==> config.mk <==
export PLATFORM = sky130hd
export DESIGN_NAME = ula_arbitro
export DESIGN_NICKNAME = d
export VERILOG_FILES = /design/src/rtl/ula_arbitro.sv
export SDC_FILE = /design/constraint.sdc
export NUM_CORES = 1
export LEC_CHECK = 0
export ABC_AREA = 1
export ABC_CLOCK_PERIOD_IN_PS = 1300
export CAP_MARGIN = 10
export CORE_MARGIN = 2
export CORE_UTILIZATION = 25
export DETAILED_ROUTE_END_ITERATION = 12
export GPL_ROUTABILITY_DRIVEN = 0
export HOLD_SLACK_MARGIN = 0.03
export PLACE_DENSITY = 0.67
export SLEW_MARGIN = 25
export SYNTH_ARGS = -nofsm -noshare
export SYNTH_HDL_FRONTEND = slang
export SYNTH_SLANG_ARGS = --single-unit
==> constraint.sdc <==
create_clock -name clock -period 1.3 [get_ports clock]
set_clock_uncertainty 0.1 [all_clocks]
set_input_delay 0.195 -clock clock [delete_from_list [all_inputs] [get_ports clock]]
set_output_delay 0.195 -clock clock [all_outputs]
set_load 0.02 [all_outputs]
==> src/rtl/ula_arbitro.sv <==
// Two-requester arbiter sharing one combinational ALU; one operation in flight at a time.
// Define ULA_ARBITRO_ROUND_ROBIN_EN for round-robin grant on contention (default: requester 0 wins).
module ula_arbitro #(
  parameter int unsigned BITS_PALAVRA  = 16,
  parameter int unsigned BITS_CONTROLE = 5
) (
  input  logic                       clock,
  input  logic                       reset_n,
  input  logic [1:0]                 req_valid,
  output logic [1:0]                 req_ready,
  input  logic [2*BITS_PALAVRA-1:0]  req_operandoA,
  input  logic [2*BITS_PALAVRA-1:0]  req_operandoB,
  input  logic [2*BITS_CONTROLE-1:0] req_controle,
  output logic [1:0]                 resp_valid,
  input  logic [1:0]                 resp_ready,
  output logic [BITS_PALAVRA-1:0]    resp_resultado,
  output logic [3:0]                 resp_flags,
  output logic [BITS_PALAVRA-1:0]    ula_operandoA,
  output logic [BITS_PALAVRA-1:0]    ula_operandoB,
  output logic [BITS_CONTROLE-1:0]   ula_controle,
  input  logic [BITS_PALAVRA-1:0]    ula_resultado,
  input  logic [3:0]                 ula_flags
);

  typedef enum logic [1:0] {OCIOSO, EXECUTA, RESPONDE} estado_t;

  estado_t estado_q, estado_d;
  logic    grant_d, grant_q;
  logic    aceita, handshake;
  logic [15:0] contador_ops;

`ifdef ULA_ARBITRO_ROUND_ROBIN_EN
  logic ultimo_q;
`endif

  // Grant index; only meaningful while a request is pending in OCIOSO.
  always_comb begin
    grant_d = ~req_valid[0];
`ifdef ULA_ARBITRO_ROUND_ROBIN_EN
    if (req_valid == 2'b11) begin
      grant_d = ~ultimo_q;
    end
`endif
  end

  assign aceita    = (estado_q == OCIOSO) && (|req_valid);
  assign handshake = (estado_q == RESPONDE) && resp_ready[grant_q];

  // Gated by reset_n so the accept strobe drops the instant reset asserts.
  always_comb begin
    req_ready = 2'b00;
    if (aceita && reset_n) begin
      req_ready = grant_d ? 2'b10 : 2'b01;
    end
  end

  always_comb begin
    resp_valid = 2'b00;
    if (estado_q == RESPONDE) begin
      resp_valid = grant_q ? 2'b10 : 2'b01;
    end
  end

  always_comb begin
    estado_d = estado_q;
    unique case (estado_q)
      OCIOSO:   if (aceita) estado_d = EXECUTA;
      EXECUTA:  estado_d = RESPONDE;
      RESPONDE: if (handshake) estado_d = OCIOSO;
      default:  estado_d = OCIOSO;
    endcase
  end

  always_ff @(posedge clock or negedge reset_n) begin
    if (!reset_n) begin
      estado_q       <= OCIOSO;
      grant_q        <= 1'b0;
      ula_operandoA  <= '0;
      ula_operandoB  <= '0;
      ula_controle   <= '0;
      resp_resultado <= '0;
      resp_flags     <= '0;
      contador_ops   <= 16'd0;
    end else begin
      estado_q <= estado_d;
      if (aceita) begin
        grant_q       <= grant_d;
        ula_operandoA <= grant_d ? req_operandoA[2*BITS_PALAVRA-1:BITS_PALAVRA]
                                 : req_operandoA[BITS_PALAVRA-1:0];
        ula_operandoB <= grant_d ? req_operandoB[2*BITS_PALAVRA-1:BITS_PALAVRA]
                                 : req_operandoB[BITS_PALAVRA-1:0];
        ula_controle  <= grant_d ? req_controle[2*BITS_CONTROLE-1:BITS_CONTROLE]
                                 : req_controle[BITS_CONTROLE-1:0];
      end
      if (estado_q == EXECUTA) begin
        resp_resultado <= ula_resultado;
        resp_flags     <= ula_flags;
      end
      if (handshake) begin
        contador_ops <= contador_ops + 16'd1;
      end
    end
  end

`ifdef ULA_ARBITRO_ROUND_ROBIN_EN
  always_ff @(posedge clock or negedge reset_n) begin
    if (!reset_n) begin
      ultimo_q <= 1'b1;
    end else if (aceita) begin
      ultimo_q <= grant_d;
    end
  end
`endif

endmodule

* Word level (Yosys, flattened, before mapping)
Cells that the tools add are included.
** Word-level totals
- Word-level logic and storage cells :: 31
- Register bits :: 60
- Input bits :: 100
** Operators by class
- Eq/ne operators :: 4
- $lt $le $gt $ge :: 1
- Reduce and logical (&&, ||, !) cells :: 6
- Bitwise gates (word level) :: 1
- Mux-type cells :: 12
** Operator list (count)
- 16-bit two-way mux :: 2
- 2-bit two-way mux :: 6
- 2-bit case mux with 3 select lines :: 1
- 5-bit two-way mux :: 1
- 2-bit inequality test (second input constant) :: 2
- 1-bit logical AND :: 3
- 2-bit by 1-bit == test with 1-bit output (second input constant) :: 1
- 2-bit == test (second input constant) :: 1
- 2-bit zero test :: 1
- 1-bit by 2-bit < comparator with 1-bit output (second input constant) :: 1
- 1-bit two-way mux :: 2
- 2-bit AND reduction :: 1
- 2-bit OR reduction :: 1
- 1-bit inverter :: 1

* Logic depth before layout (Yosys ltp)
Gate-level depths: netlist (run 1).
- Depth in word-level cells :: 5
- Mapped depth :: 7

* Least setup slack after synthesis (run 1)
Ideal clock, no wire load.
- Path kind :: register -> output
- From :: reg estado_q[0]
- To :: out req_ready[0]
- Path slack :: 39 ps
- Buffers on the path :: 0
- Arrival :: 966 ps
- Stages on the path, launching flop included :: 4
- Required time :: 1005 ps
- Path through :: dfrtp_1 -> inv_2 -> nand2_1 -> nor3_1
** Between the ends
- Longest elaborated chain between the ends :: 4
** Ends and longest elaborated chain
- start: declaration :: line 27 : estado_t estado_q, estado_d;
- start signal: assignment :: line 85 : estado_q <= estado_d;
- 2-bit zero test :: line 46 : assign aceita = (estado_q == OCIOSO) && (|req_valid);
- 1-bit logical AND :: line 46
- 1-bit logical AND :: line 52 : if (aceita && reset_n) begin
- 2-bit two-way mux :: line 52
- end: declaration :: line 10 : output logic [1:0] req_ready,
Every way passes these cells.

* Final worst setup path (run 1)
- From :: reg estado_q[1]
- To :: reg ula_operandoB[11]
** Between the ends
- Longest elaborated chain between the ends :: 2
** Ends and longest elaborated chain
- 2-bit zero test :: line 46
- 1-bit logical AND :: line 46
- end signal: assignment :: line 90 : ula_operandoB <= grant_d ? req_operandoB[2*BITS_PALAVRA-1:BITS_PALAVRA]
- end: declaration :: line 19 : output logic [BITS_PALAVRA-1:0] ula_operandoB,
Every way passes these cells.
A chain may end at the register's enable or synchronous reset.

==> flow_metrics.env, run 1 <==
export IMPL_ir_drop_mv=0.825
export IMPL_wl_per_cell_um=14.1
export IMPL_fin_area_sq_um=5100
export IMPL_syn_area_sq_um=2810
export IMPL_setup_tns_ns=-7.57
export IMPL_fin_crit_sh=1.19
export IMPL_hold_violations=43
export IMPL_ys_warn_count=0
export IMPL_violations="negative hold slack, negative setup slack"
export IMPL_startpoint="estado_q[1]$_DFFE_PN0P_"
export IMPL_leakage_nw=2.74
export IMPL_cts_buffer_depth=2
export IMPL_totalWireLength_um=10100
export IMPL_drive_above_1_share=0.277
export IMPL_grt_pass1_vias=2984
export IMPL_grt_usage=0.164
export IMPL_die_area_sq_um=12100
export IMPL_synthDistinctLibCells=11
export IMPL_antenna_found_initial=0
export IMPL_arrival_ns=1.71
export IMPL_grt_pass1_wl_um=14900
export IMPL_rows=38
export IMPL_crit_type="flop to flop"
export IMPL_slowest_delay_ns=0.41
export IMPL_syn2layout_area_growth_pct=81.2
export IMPL_antenna_cells=0
export IMPL_io_buffers=160
export IMPL_synth_area_leader_cell="dfrtp_1"
export IMPL_crit_slowest_cell="dfrtp_1"
export IMPL_max_clock_freq_mhz=649
export IMPL_worst_pin_slew_ns=0.766
export IMPL_rsz0062_at_grt="yes"
export IMPL_fin_ws_ns=-0.241
export IMPL_insertion_delay_ns=0.33
export IMPL_placed_cell_area_sq_um=4620
export IMPL_critPathBufInv=5
export IMPL_die_y_um=110
export IMPL_cts_tree="built"
export IMPL_ios=161
export IMPL_cts_htree_levels=3
export IMPL_via_per_inst=4.23
export IMPL_cts_root_buf="clkbuf_8"
export IMPL_total_power_w=0.0113
export IMPL_period_needed_ns=1.54
export IMPL_core_area_sq_um=10900
export IMPL_drc=0
export IMPL_cts_buffers_inserted=9
export IMPL_path_clk_slew_ns=0.07
export IMPL_synth_top_cell_area_share=0.534
export IMPL_yosysMostFrequentCell="nand2_1"
export IMPL_synth_area_top_cells="dfrtp_1 53%, nand2_1 36%, nand3_1 3.9%"
export IMPL_avgSynthCellArea_sq_um=7.22
export IMPL_grt_max_degree=61
export IMPL_dr_pass1_iters=4
export IMPL_final_cells=717
export IMPL_end_kind="flop"
export IMPL_grt_ovfl_total=0
export IMPL_setup_viol=62
export IMPL_detail_route_antenna_nets=0
export IMPL_min_path_type="input pin to async pin"
export IMPL_synthCells=390
export IMPL_reg2reg_from="estado_q[1]$_DFFE_PN0P_"
export IMPL_dp_hpwl_um=6470
export IMPL_die_w_um=110
export IMPL_ys_top_cells_by_count="271 x nand2_1, 60 x dfrtp_1, 22 x nand3_1"
export IMPL_synth_edff_count=0
export IMPL_synth_async_reset_ratio=1.00
export IMPL_power_per_cell_area_nw_per_um2=2210
export IMPL_synth_top_flop_cell="dfrtp_1"
export IMPL_ys_ff_latch=60
export IMPL_fin_hold_ws_ns=-0.0488
export IMPL_cp_max_fo=5
export IMPL_slew_violations=0
export IMPL_cts_num_sinks=60
export IMPL_route_vias_total=3032
export IMPL_max_slew_margin_rel=0.489
export IMPL_cp_required_ns=1.47
export IMPL_startpoint_type="flop"
export IMPL_cp_top_family="buffers and inverters"
export IMPL_place_ws_ns=-0.735
export IMPL_cp_cell_sequence="inv_2, nand2_4, buf_6, nor2_4, buf_8, buf_12, buf_16, nand2_2, nand2_1"
export IMPL_drt_iter0_drc=124
export IMPL_maxCapViolCount=0
export IMPL_initial_core_util=0.258
export IMPL_outcome="finished with violations"
export IMPL_synth_seq_area_share=0.534
export IMPL_synthesis_nets=490
export IMPL_fin_nets=672
export IMPL_dp_cells=686
-- kinds of logic (layout without fill, tap and decap cells) --
logic type    count (synthesis)  in the layout  share of synthesized area
flops                        60             60                      0.534
buf+inv                      29            216                     0.0547
simple gates                301            301                      0.412
-- worst register-to-register path, delay by kind of cell (launching register included) --
| kind | cells | cell delay [ns] |
|---|---|---|
| flops | 1 | 0.41 |
| simple gates | 4 | 0.35 |
| buf+inv | 5 | 0.63 |
-- stage by stage --
step                 util  hold slack, ns
floorplan               -          -0.201
CTS                 0.484        -0.00402
global route        0.468          0.0218
global placement    0.424           0.355
detailed placement  0.424           0.359
finish              0.468         -0.0488
-- flip-flops by register name (all words and copies together), names as in the netlist --
register	count
ula_controle	5
ula_operandoB	16
estado_q	2
ula_operandoA	16
grant_q	1
resp_resultado	16
resp_flags	4
-- metal layers --
metal / GRT usage / routed length, um
met1: 0.199 / 4370
met2: 0.287 / 5090
met3: 0.0317 / 516
met4: 0.0643 / 140
met5: 0 / 0
-- final timing paths --
kind | slack (ns) | cells after the start | endpoint
max | -0.24 | 9 | ula_operandoB[11]$_DFFE_PN0P_
min | -0.05 | 2 | ula_operandoA[13]$_DFFE_PN0P_
max reg2reg | -0.24 | 9 | ula_operandoB[11]$_DFFE_PN0P_
min reg2reg | 0.37 | 2 | resp_flags[1]$_DFFE_PN0N_
max in group asynchronous | 0.57 | 2 | estado_q[0]$_DFFE_PN0P_
min in group clock | 0.32 | 3 | resp_resultado[6]$_DFFE_PN0N_
-- cell usage in the layout (no fill, tap or decap), types with 4 or more instances in the layout --
cell / netlist / routed
dfrtp_1: 60 / 59
inv_1: 5 / 4
nand2_2: 0 / 25
nand2_1: 271 / 232
clkdlybuf4s50_1: 0 / 97
nand3_1: 22 / 21
nand2_4: 0 / 14
clkdlybuf4s15_2: 0 / 10
buf_6: 2 / 6
buf_12: 0 / 7
clkbuf_8: 0 / 10
buf_2: 9 / 48
buf_4: 5 / 17
-- cell type report --
type,count,area [sq um]
sequential,60,1500
fill,1107,5790
inverter,7,26.3
multi-input combinational,301,1360
tap,140,175
clock inverter,5,75.1
timing repair buffer,193,1820
clock buffer,11,141
-- report_power, final --
part / total (W) / internal (W) / switching [W]
clock network: 0.00185 / 0.00112 / 0.000731
logic: 0.00616 / 0.00263 / 0.00353
registers: 0.00327 / 0.00277 / 0.000499
total: 0.0113 / 0.00652 / 0.00476
-- timing repair --
action / in CTS / in global routing
cloned: 6 / 1
hold endpoints to repair: 60 / 2
gates resized for setup: 235 / 93
endpoints found under the setup margin: 119 / 106
setup buffers: 13 / 2
pin swaps: 3 / 16
(Power assumes the default switching activity.)
==> inputs of run 2 (changes only) <==
--- a/config.mk
+++ b/config.mk
@@ -11,10 +11,9 @@
 export CORE_MARGIN = 2
 export CORE_UTILIZATION = 25
 export DETAILED_ROUTE_END_ITERATION = 12
-export GPL_ROUTABILITY_DRIVEN = 0
 export HOLD_SLACK_MARGIN = 0.03
 export PLACE_DENSITY = 0.67
-export SLEW_MARGIN = 25
+export SLEW_MARGIN = 30
 export SYNTH_ARGS = -nofsm -noshare
 export SYNTH_HDL_FRONTEND = slang
 export SYNTH_SLANG_ARGS = --single-unit
==> results of run 2 <==
Same layout as run 1: the final DEF is identical, and so are final timing and power.
